`src/rtl/seg_scan_display_if.sv`:
```
// Peripheral bus bundle between the CPU and the 7-segment scan controller.
// Signals: MemRead/MemWrite strobes, 32-bit byte address, write data and
// combinational read data. master = CPU side, slave = peripheral side.
interface seg_scan_display_if;
    logic        MemRead;
    logic        MemWrite;
    logic [31:0] MemBus_Address;
    logic [31:0] MemBus_Write_Data;
    logic [31:0] MemBus_Read_Data;

    modport master (
        output MemRead,
        output MemWrite,
        output MemBus_Address,
        output MemBus_Write_Data,
        input  MemBus_Read_Data
    );

    modport slave (
        input  MemRead,
        input  MemWrite,
        input  MemBus_Address,
        input  MemBus_Write_Data,
        output MemBus_Read_Data
    );
endinterface

```
`src/rtl/seg_scan_display.sv`:
```
// Memory-mapped, hardware-scanned multiplexed 7-segment display controller.
// Registers: DATA (BASE_ADDR, 4 bits per digit), CTRL (+4: EN, LZB, DP mask),
// STATUS (+8, read-only: scan index, EN).
// Ports:
//   clk, reset   - rising-edge clock, asynchronous active-high reset
//   bus          - CPU peripheral bus (slave modport), combinational read data
//   an           - digit anodes, active-low, registered
//   seg          - segments {g,f,e,d,c,b,a}, active-low, registered
//   dp           - decimal point, active-low, registered
module seg_scan_display #(
    parameter int unsigned NUM_DIGITS = 4,
    parameter int unsigned SCAN_DIV   = 50000,
    parameter logic [31:0] BASE_ADDR  = 32'h4000_0010
) (
    input  logic                  clk,
    input  logic                  reset,
    seg_scan_display_if.slave     bus,
    output logic [NUM_DIGITS-1:0] an,
    output logic [6:0]            seg,
    output logic                  dp
);
    localparam int unsigned DataBits = 4 * NUM_DIGITS;
    localparam int unsigned DivW     = (SCAN_DIV > 1) ? $clog2(SCAN_DIV) : 1;

    localparam logic [DivW-1:0] PreLast  = DivW'(SCAN_DIV - 1);
    localparam logic [2:0]      IdxLast  = 3'(NUM_DIGITS - 1);
    localparam logic [31:0]     DataMask = 32'((64'h1 << DataBits) - 64'h1);
    localparam logic [31:0]     CtrlMask = 32'h3 | 32'(((64'h1 << NUM_DIGITS) - 64'h1) << 8);
    localparam logic [31:0]     CtrlAddr = BASE_ADDR + 32'd4;
    localparam logic [31:0]     StatAddr = BASE_ADDR + 32'd8;

    logic [31:0]     dataReg;
    logic [31:0]     ctrlReg;
    logic [DivW-1:0] prescale;
    logic [2:0]      scanIdx;
    logic            en;
    logic            lzb;
    logic            hitData;
    logic            hitCtrl;
    logic            hitStat;
    logic [3:0]      curDigit;
    logic            curDp;
    logic            curBlank;
    logic [31:0]     upperDigits;

    assign en  = ctrlReg[0];
    assign lzb = ctrlReg[1];

    assign hitData = (bus.MemBus_Address == BASE_ADDR);
    assign hitCtrl = (bus.MemBus_Address == CtrlAddr);
    assign hitStat = (bus.MemBus_Address == StatAddr);

    // Hex digit to active-low segment pattern.
    function automatic logic [6:0] hexToSeg(input logic [3:0] v);
        case (v)
            4'h0:    return 7'h40;
            4'h1:    return 7'h79;
            4'h2:    return 7'h24;
            4'h3:    return 7'h30;
            4'h4:    return 7'h19;
            4'h5:    return 7'h12;
            4'h6:    return 7'h02;
            4'h7:    return 7'h78;
            4'h8:    return 7'h00;
            4'h9:    return 7'h10;
            4'hA:    return 7'h08;
            4'hB:    return 7'h03;
            4'hC:    return 7'h46;
            4'hD:    return 7'h21;
            4'hE:    return 7'h06;
            default: return 7'h0E;
        endcase
    endfunction

    // Register writes; unimplemented bits are masked so they always read 0.
    always_ff @(posedge clk or posedge reset) begin
        if (reset) begin
            dataReg <= 32'h0;
            ctrlReg <= 32'h0;
        end else if (bus.MemWrite) begin
            if (hitData) dataReg <= bus.MemBus_Write_Data & DataMask;
            if (hitCtrl) ctrlReg <= bus.MemBus_Write_Data & CtrlMask;
        end
    end

    // Combinational readback; a same-cycle write is seen on the next cycle.
    always_comb begin
        bus.MemBus_Read_Data = 32'h0;
        if (bus.MemRead) begin
            if (hitData)      bus.MemBus_Read_Data = dataReg;
            else if (hitCtrl) bus.MemBus_Read_Data = ctrlReg;
            else if (hitStat) bus.MemBus_Read_Data = {23'h0, en, 5'h0, scanIdx};
        end
    end

    // Scan engine: prescaler paces the digit index; both parked at 0 while disabled.
    always_ff @(posedge clk or posedge reset) begin
        if (reset) begin
            prescale <= '0;
            scanIdx  <= 3'd0;
        end else if (!en) begin
            prescale <= '0;
            scanIdx  <= 3'd0;
        end else if (prescale == PreLast) begin
            prescale <= '0;
            scanIdx  <= (scanIdx == IdxLast) ? 3'd0 : scanIdx + 3'd1;
        end else begin
            prescale <= prescale + DivW'(1);
        end
    end

    // Select current digit and DP bit; blank when this and all higher digits are zero.
    always_comb begin
        curDigit = 4'h0;
        curDp    = 1'b0;
        for (int i = 0; i < NUM_DIGITS; i++) begin
            if (scanIdx == 3'(i)) begin
                curDigit = dataReg[4*i +: 4];
                curDp    = ctrlReg[8+i];
            end
        end
        upperDigits = dataReg >> {scanIdx, 2'b00};
        curBlank    = lzb && (scanIdx != 3'd0) && (upperDigits == 32'h0);
    end

    // Output register.
    always_ff @(posedge clk or posedge reset) begin
        if (reset) begin
            an  <= '1;
            seg <= 7'h7F;
            dp  <= 1'b1;
        end else if (!en) begin
            an  <= '1;
            seg <= 7'h7F;
            dp  <= 1'b1;
        end else begin
            an  <= ~(NUM_DIGITS'(1) << scanIdx);
            seg <= curBlank ? 7'h7F : hexToSeg(curDigit);
            dp  <= ~curDp;
        end
    end
endmodule
```
`src/flat_wrapper.sv`:
```
// flat-port wrapper written by rule: the top's interface ports become plain ports
module seg_scan_display_flat 
#(
    parameter int unsigned NUM_DIGITS = 4,
    parameter int unsigned SCAN_DIV   = 50000,
    parameter logic [31:0] BASE_ADDR  = 32'h4000_0010
)
  (clk, reset, an, seg, dp, bus_MemRead, bus_MemWrite, bus_MemBus_Address, bus_MemBus_Write_Data, bus_MemBus_Read_Data);
  seg_scan_display_if bus_i ();
  input  logic clk;
  input  logic reset;
  output logic [NUM_DIGITS-1:0] an;
  output logic [6:0] seg;
  output logic dp;
  input wire logic [$bits(bus_i.MemRead)-1:0] bus_MemRead;
  input wire logic [$bits(bus_i.MemWrite)-1:0] bus_MemWrite;
  input wire logic [$bits(bus_i.MemBus_Address)-1:0] bus_MemBus_Address;
  input wire logic [$bits(bus_i.MemBus_Write_Data)-1:0] bus_MemBus_Write_Data;
  output wire logic [$bits(bus_i.MemBus_Read_Data)-1:0] bus_MemBus_Read_Data;
  assign bus_i.MemRead = bus_MemRead;
  assign bus_i.MemWrite = bus_MemWrite;
  assign bus_i.MemBus_Address = bus_MemBus_Address;
  assign bus_i.MemBus_Write_Data = bus_MemBus_Write_Data;
  assign bus_MemBus_Read_Data = bus_i.MemBus_Read_Data;
  seg_scan_display #(.NUM_DIGITS(NUM_DIGITS), .SCAN_DIV(SCAN_DIV), .BASE_ADDR(BASE_ADDR)) u_core (.clk(clk), .reset(reset), .bus(bus_i), .an(an), .seg(seg), .dp(dp));
endmodule
```
`config.mk`:
```
export PLATFORM = sky130hd
export DESIGN_NAME = seg_scan_display_flat
export DESIGN_NICKNAME = d
export VERILOG_FILES = /design/src/rtl/seg_scan_display_if.sv /design/src/rtl/seg_scan_display.sv /design/src/flat_wrapper.sv
export SDC_FILE = /design/constraint.sdc
export NUM_CORES = 1
export LEC_CHECK = 0
export ABC_AREA = 1
export ABC_CLOCK_PERIOD_IN_PS = 5540
export CORE_MARGIN = 1.5
export CORE_UTILIZATION = 40
export CTS_BUF_LIST = sky130_fd_sc_hd__clkbuf_8 sky130_fd_sc_hd__clkbuf_16
export DETAILED_ROUTE_END_ITERATION = 10
export PLACE_DENSITY = 0.76
export SETUP_SLACK_MARGIN = 0.3
export SLEW_MARGIN = 15
export SYNTH_ARGS = -nofsm -noshare
export SYNTH_HDL_FRONTEND = slang
export SYNTH_SLANG_ARGS = --single-unit
```
`constraint.sdc`:
```
create_clock -name clk -period 5.54 [get_ports clk]
set_clock_uncertainty 0.15 [all_clocks]
set_input_delay 1.108 -clock clk [delete_from_list [all_inputs] [get_ports clk]]
set_output_delay 1.108 -clock clk [all_outputs]
set_load 0.005 [all_outputs]
```
# Word-level counts from Yosys, hierarchy flattened
# Memories as Yosys holds them, arrays and structs flattened.
# Cells that the tools add are included.
dict set report classes {
  eq_ne 8
  addsub 2
  bitwise 2
  shifts 2
  reduce_logical 7
  mux 21
}
# cell n
set ops {}
lappend ops {{32-bit by 31-bit == test with 1-bit output, second input constant} 3}
lappend ops {{32-bit two-way mux} 3}
lappend ops {{32-bit zero test} 1}
lappend ops {{16-bit two-way mux} 2}
lappend ops {{16-bit by 5-bit >> shifter with 32-bit output} 1}
lappend ops {{4-bit two-way mux} 5}
lappend ops {{16-bit by 1-bit adder with 16-bit output, second input constant} 1}
lappend ops {{16-bit == test, second input constant} 1}
lappend ops {{7-bit two-way mux} 2}
lappend ops {{3-bit two-way mux} 3}
lappend ops {{9-bit two-way mux} 1}
lappend ops {{3-bit by 2-bit == test with 1-bit output, second input constant} 2}
lappend ops {{1-bit two-way mux} 5}
lappend ops {{4-bit NOT} 1}
lappend ops {{2-bit AND reduction} 2}
lappend ops {{1-bit by 3-bit left shift with 4-bit output, first input constant} 1}
lappend ops {{3-bit by 1-bit adder with 3-bit output, second input constant} 1}
lappend ops {{3-bit by 1-bit == test with 1-bit output, second input constant} 1}
lappend ops {{3-bit zero test} 1}
lappend ops {{3-bit nonzero test} 1}
lappend ops {{1-bit logical AND} 2}
lappend ops {{2-bit != test, second input constant} 1}
lappend ops {{1-bit NOT} 1}
dict set report word_totals {
  rom_bits 112
  in_bits 68
  word_cells 50
  memories 1
  ff_bits 53
  out_inout_bits 44
}
# memory words width read_ports rd_ports_with_merged_regs write_ports line
set memory_table {}
lappend memory_table {{(name not given)} 16 7 1 0 0 seg_scan_display.sv:55} ;# case (v)

# Logic depth before layout (Yosys ltp)
# An unclocked memory read counts as a cell.
dict set report depth {
  word_depth 8
  ltp_mapped 15
}

# Worst setup path after synthesis
# Ideal clock, no wire load.
dict set report synth_timing {
  kind {in2out}
  from {input port bus_MemBus_Address[15]}
  to {output port bus_MemBus_Read_Data[9]}
  path_stages 9
  t_required_ns 4.282
  setup_slack_ns 2.242
  n_path_buf 0
  arrival_ns 2.040
  path_cell_list {nor2_1 > nand2_1 > nor2_2 > inv_2 > nor2_8 > nand2_4 > nor2_4 > inv_2 > o21ai_1}
}
dict set report synth_via {
  elab_chain_len 4
  elab_cells_between_ends 5
}
# item line
set synth_rtl {}
lappend synth_rtl {{start, declared} flat_wrapper.sv:17} ;# input wire logic [$bits(bus_i.MemBus_Address)-1:0] bus_MemBus_Address;
lappend synth_rtl {{32-bit by 31-bit == test with 1-bit output} seg_scan_display.sv:50} ;# assign hitCtrl = (bus.MemBus_Address == CtrlAddr);
lappend synth_rtl {{32-bit two-way mux} seg_scan_display.sv:91} ;# else if (hitCtrl) bus.MemBus_Read_Data = ctrlReg;
lappend synth_rtl {{32-bit two-way mux (*)} seg_scan_display.sv:90} ;# if (hitData) bus.MemBus_Read_Data = dataReg;
lappend synth_rtl {{32-bit two-way mux (*)} seg_scan_display.sv:89} ;# if (bus.MemRead) begin
lappend synth_rtl {{end, declared} flat_wrapper.sv:19} ;# output wire logic [$bits(bus_i.MemBus_Read_Data)-1:0] bus_MemBus_Read_Data;
# Every way passes the cells marked *; elsewhere a longest branch is shown, timed or not.

# Worst setup path in the final report
dict set report layout_timing {
  from {input port bus_MemBus_Address[23]}
  to {output port bus_MemBus_Read_Data[9]}
}
# The elaborated chain is that of the path after synthesis.

==> reports/metrics.csv <==
metric;value;unit
status;complete, no violations;
pin_count;112;
wirelength_met1;3790;um
vdd_drop_max;0.0997;mV
p_int;0.000508;W
p_sw;0.000151;W
dieArea;0.00926;sq mm
rsz0062_at_grt;no;
ys_seq_elements;53;
synth_area_leaders;dfrtp_1, nand2_1, nor2_1;
fin_setup_tns;0;ns
drive_gt1_share;8.09;%
dp_hpwl;6390;um
cts_sinks;53;
max_cap_viol_count;0;
numCtsBuffers;5;
hold_viol_final;0;
start_util;41.9;%
via_per_inst;4.82;
critical_path.max_fanout;10;
yosysMostFrequentCell;nand2_1;
switching_share;22.9;%
post_cts_buffers;0;
grt_max_degree;54;
clk-insertion-delay-late;0.31;ns
p_total;0.000659;W
stdcell_count;686;
tightest_slew;0.890;ns
seq_power_share;58.8;%
period_share;79.7;%
clockPowerShare;32.1;%
critical_path_arrival;3.16;ns
finalNetCount;659;
cts-resized-gates;0;
die_x;96.2;um
fp.dieH;96.2;um
cts_tree;done;
slew_violations;0;
met3_length;388;um
place.gp.congestion;0.920;
diodes;0;
hold_ws;0.321;ns
clk_pin_slew;0.08;ns
crit_type;primary input to primary output;
grt_pass1_wl;13900;um
relSlewSlack;40.6;%
htreeDepth;2;
synth-seq-area-share;38.6;%
drc_errors;0;
cellPowerDensity;151;mW/mm^2
rows;33;
io_buffers;79;
clock_path_buffers;2;
core_area;0.00830;sq mm
syn_inst;502;
synth_top_area_share;29.5;%
overflow;0;
yosysWarningCount;0;
track_usage;19.2;%
dr_wl_met2;3910;um
setup_violations;0;
crit_slowest_cell;clkdlybuf4s50_1;
start_kind;primary input;
dr.pass1.iters;5;
ctsHoldBuffers;0;
wl;8210;um
synth_common_cells;nand2_1, nor2_1, nand3_1;
drtIter0Drc;161;
num-fill-cells;819;
crit_path_cell_trace;clkdlybuf4s50_1, nor2_1, nand2_1, nor2_1, nand2_1, nor2_2, nand2_4, nor2_4, inv_2, o21ai_1, clkdlybuf4s50_1;
p_comb_share;9.2;%
synthDistinctLibCells;35;
num_vias;3305;
synth.avg_cell_area;6.92;sq um
hold_class;flop to flop;
regArea;0.00134;sq mm
fmax;0.227;GHz
power.leakage;2.18;nW
synth_edf_count;0;
synth_area;0.00348;sq mm
cp_top_family;buffers and inverters;
dp_cells;678;
area_growth;25.8;%
multi_input_area;0.00179;sq mm
cp.buffers_inverters;3;
crit_path_max_incr_delay;0.52;ns
wl_per_cell;12.0;um
ys.flop_type;dfrtp_1;
r2r_slack;2.98;ns
required;4.28;ns
top_layer;met4;
async_flop_share;100;%
period_minus_slack;4.41;ns
clockRootBuffer;clkbuf_8;
place_area;0.00429;sq mm
antenna_left;0;
grt_antenna_before_repair;0;
crit_path_end_kind;primary output;
synth_top_cell_by_area;dfrtp_1;
final_area;0.00437;sq mm
grt_pass1_vias;3118;
[power groups by stage]
stage | logic (W) | registers, W | clock network, W
after floorplan | 0.0000264 | 0.000394 | 0
after global placement | 0.0000599 | 0.000394 | 0
after detailed placement | 0.0000609 | 0.000394 | 0
after CTS | 0.0000611 | 0.000387 | 0.000215
after global routing | 0.0000680 | 0.000387 | 0.000231
final | 0.0000605 | 0.000387 | 0.000211
[layout by cell type, fill, tap and decap left out]
master	n
a21oi_1	9
a31oi_1	1
and2_1	1
clkbuf_8	5
clkdlybuf4s50_1	79
clkinv_1	2
clkinv_2	4
conb_1	16
dfrtp_1	41
dfstp_2	12
ha_1	11
inv_1	52
inv_2	7
nand2_1	138
nand2_2	3
nand2_4	3
nand3_1	58
nand3b_1	1
nand4_1	4
nand4_2	1
nor2_1	89
nor2_2	6
nor2_4	3
nor2_8	1
nor3_1	8
nor3_2	1
o211a_1	1
o21a_1	2
o21ai_0	10
o21ai_1	7
o21ai_2	1
o221ai_1	1
xor2_1	3
[state kept, by name, summed over array words and instances (netlist names)]
signal           cells
u_core.prescale     16
u_core.an            4
u_core.dp            1
u_core.scanIdx       3
u_core.ctrlReg       6
u_core.seg           7
u_core.dataReg      16
[area by class of cell]
| type | instances | share of cell area (%) |
|---|---|---|
| clock buffer | 5 | 1.57 |
| timing repair buffer | 79 | 18.1 |
| multi-input combinational | 379 | 41.0 |
| sequential | 53 | 30.7 |
| tap | 105 | 3.01 |
| clock inverter | 3 | 0.315 |
| inverter | 62 | 5.38 |
[logic make-up after synthesis]
family | Yosys count | share of synthesized area [%]
flip-flops | 53 | 38.6
AND/OR/NAND/NOR | 317 | 39.9
buffers and inverters | 85 | 11.5
XOR/XNOR | 3 | 0.756
adder cells (fa/ha/maj) | 11 | 3.96
other | 1 | 0.108
AO/OA/AOI/OAI | 32 | 5.15
[path summary, 6_finish.rpt]
check                                  startpoint                       to  cells past startpoint
max                        bus_MemBus_Address[23]  bus_MemBus_Read_Data[9]                     11
min                            u_core.prescale[0]       u_core.prescale[0]                      1
max reg2reg                     u_core.scanIdx[1]            u_core.seg[3]                     13
min reg2reg                    u_core.prescale[0]       u_core.prescale[0]                      1
max in group asynchronous                   reset       u_core.prescale[4]                      2
min in group asynchronous                   reset        u_core.dataReg[3]                      2
[per-stage QoR]
stage	setup WS (ns)	util [%]
floorplan	2.24	-
global placement	1.14	51.7
detailed placement	1.13	51.7
CTS	1.11	52.7
global route	0.904	52.7
finish	1.13	52.7
[layer usage]
layer | up-vias | global-route usage [%]
met4 | 0 | 6.50
met5 | - | 0
li1 | 1689 | -
met2 | 98 | 32.4
met1 | 1507 | 24.9
met3 | 11 | 2.84
(Power assumes the default switching activity.)
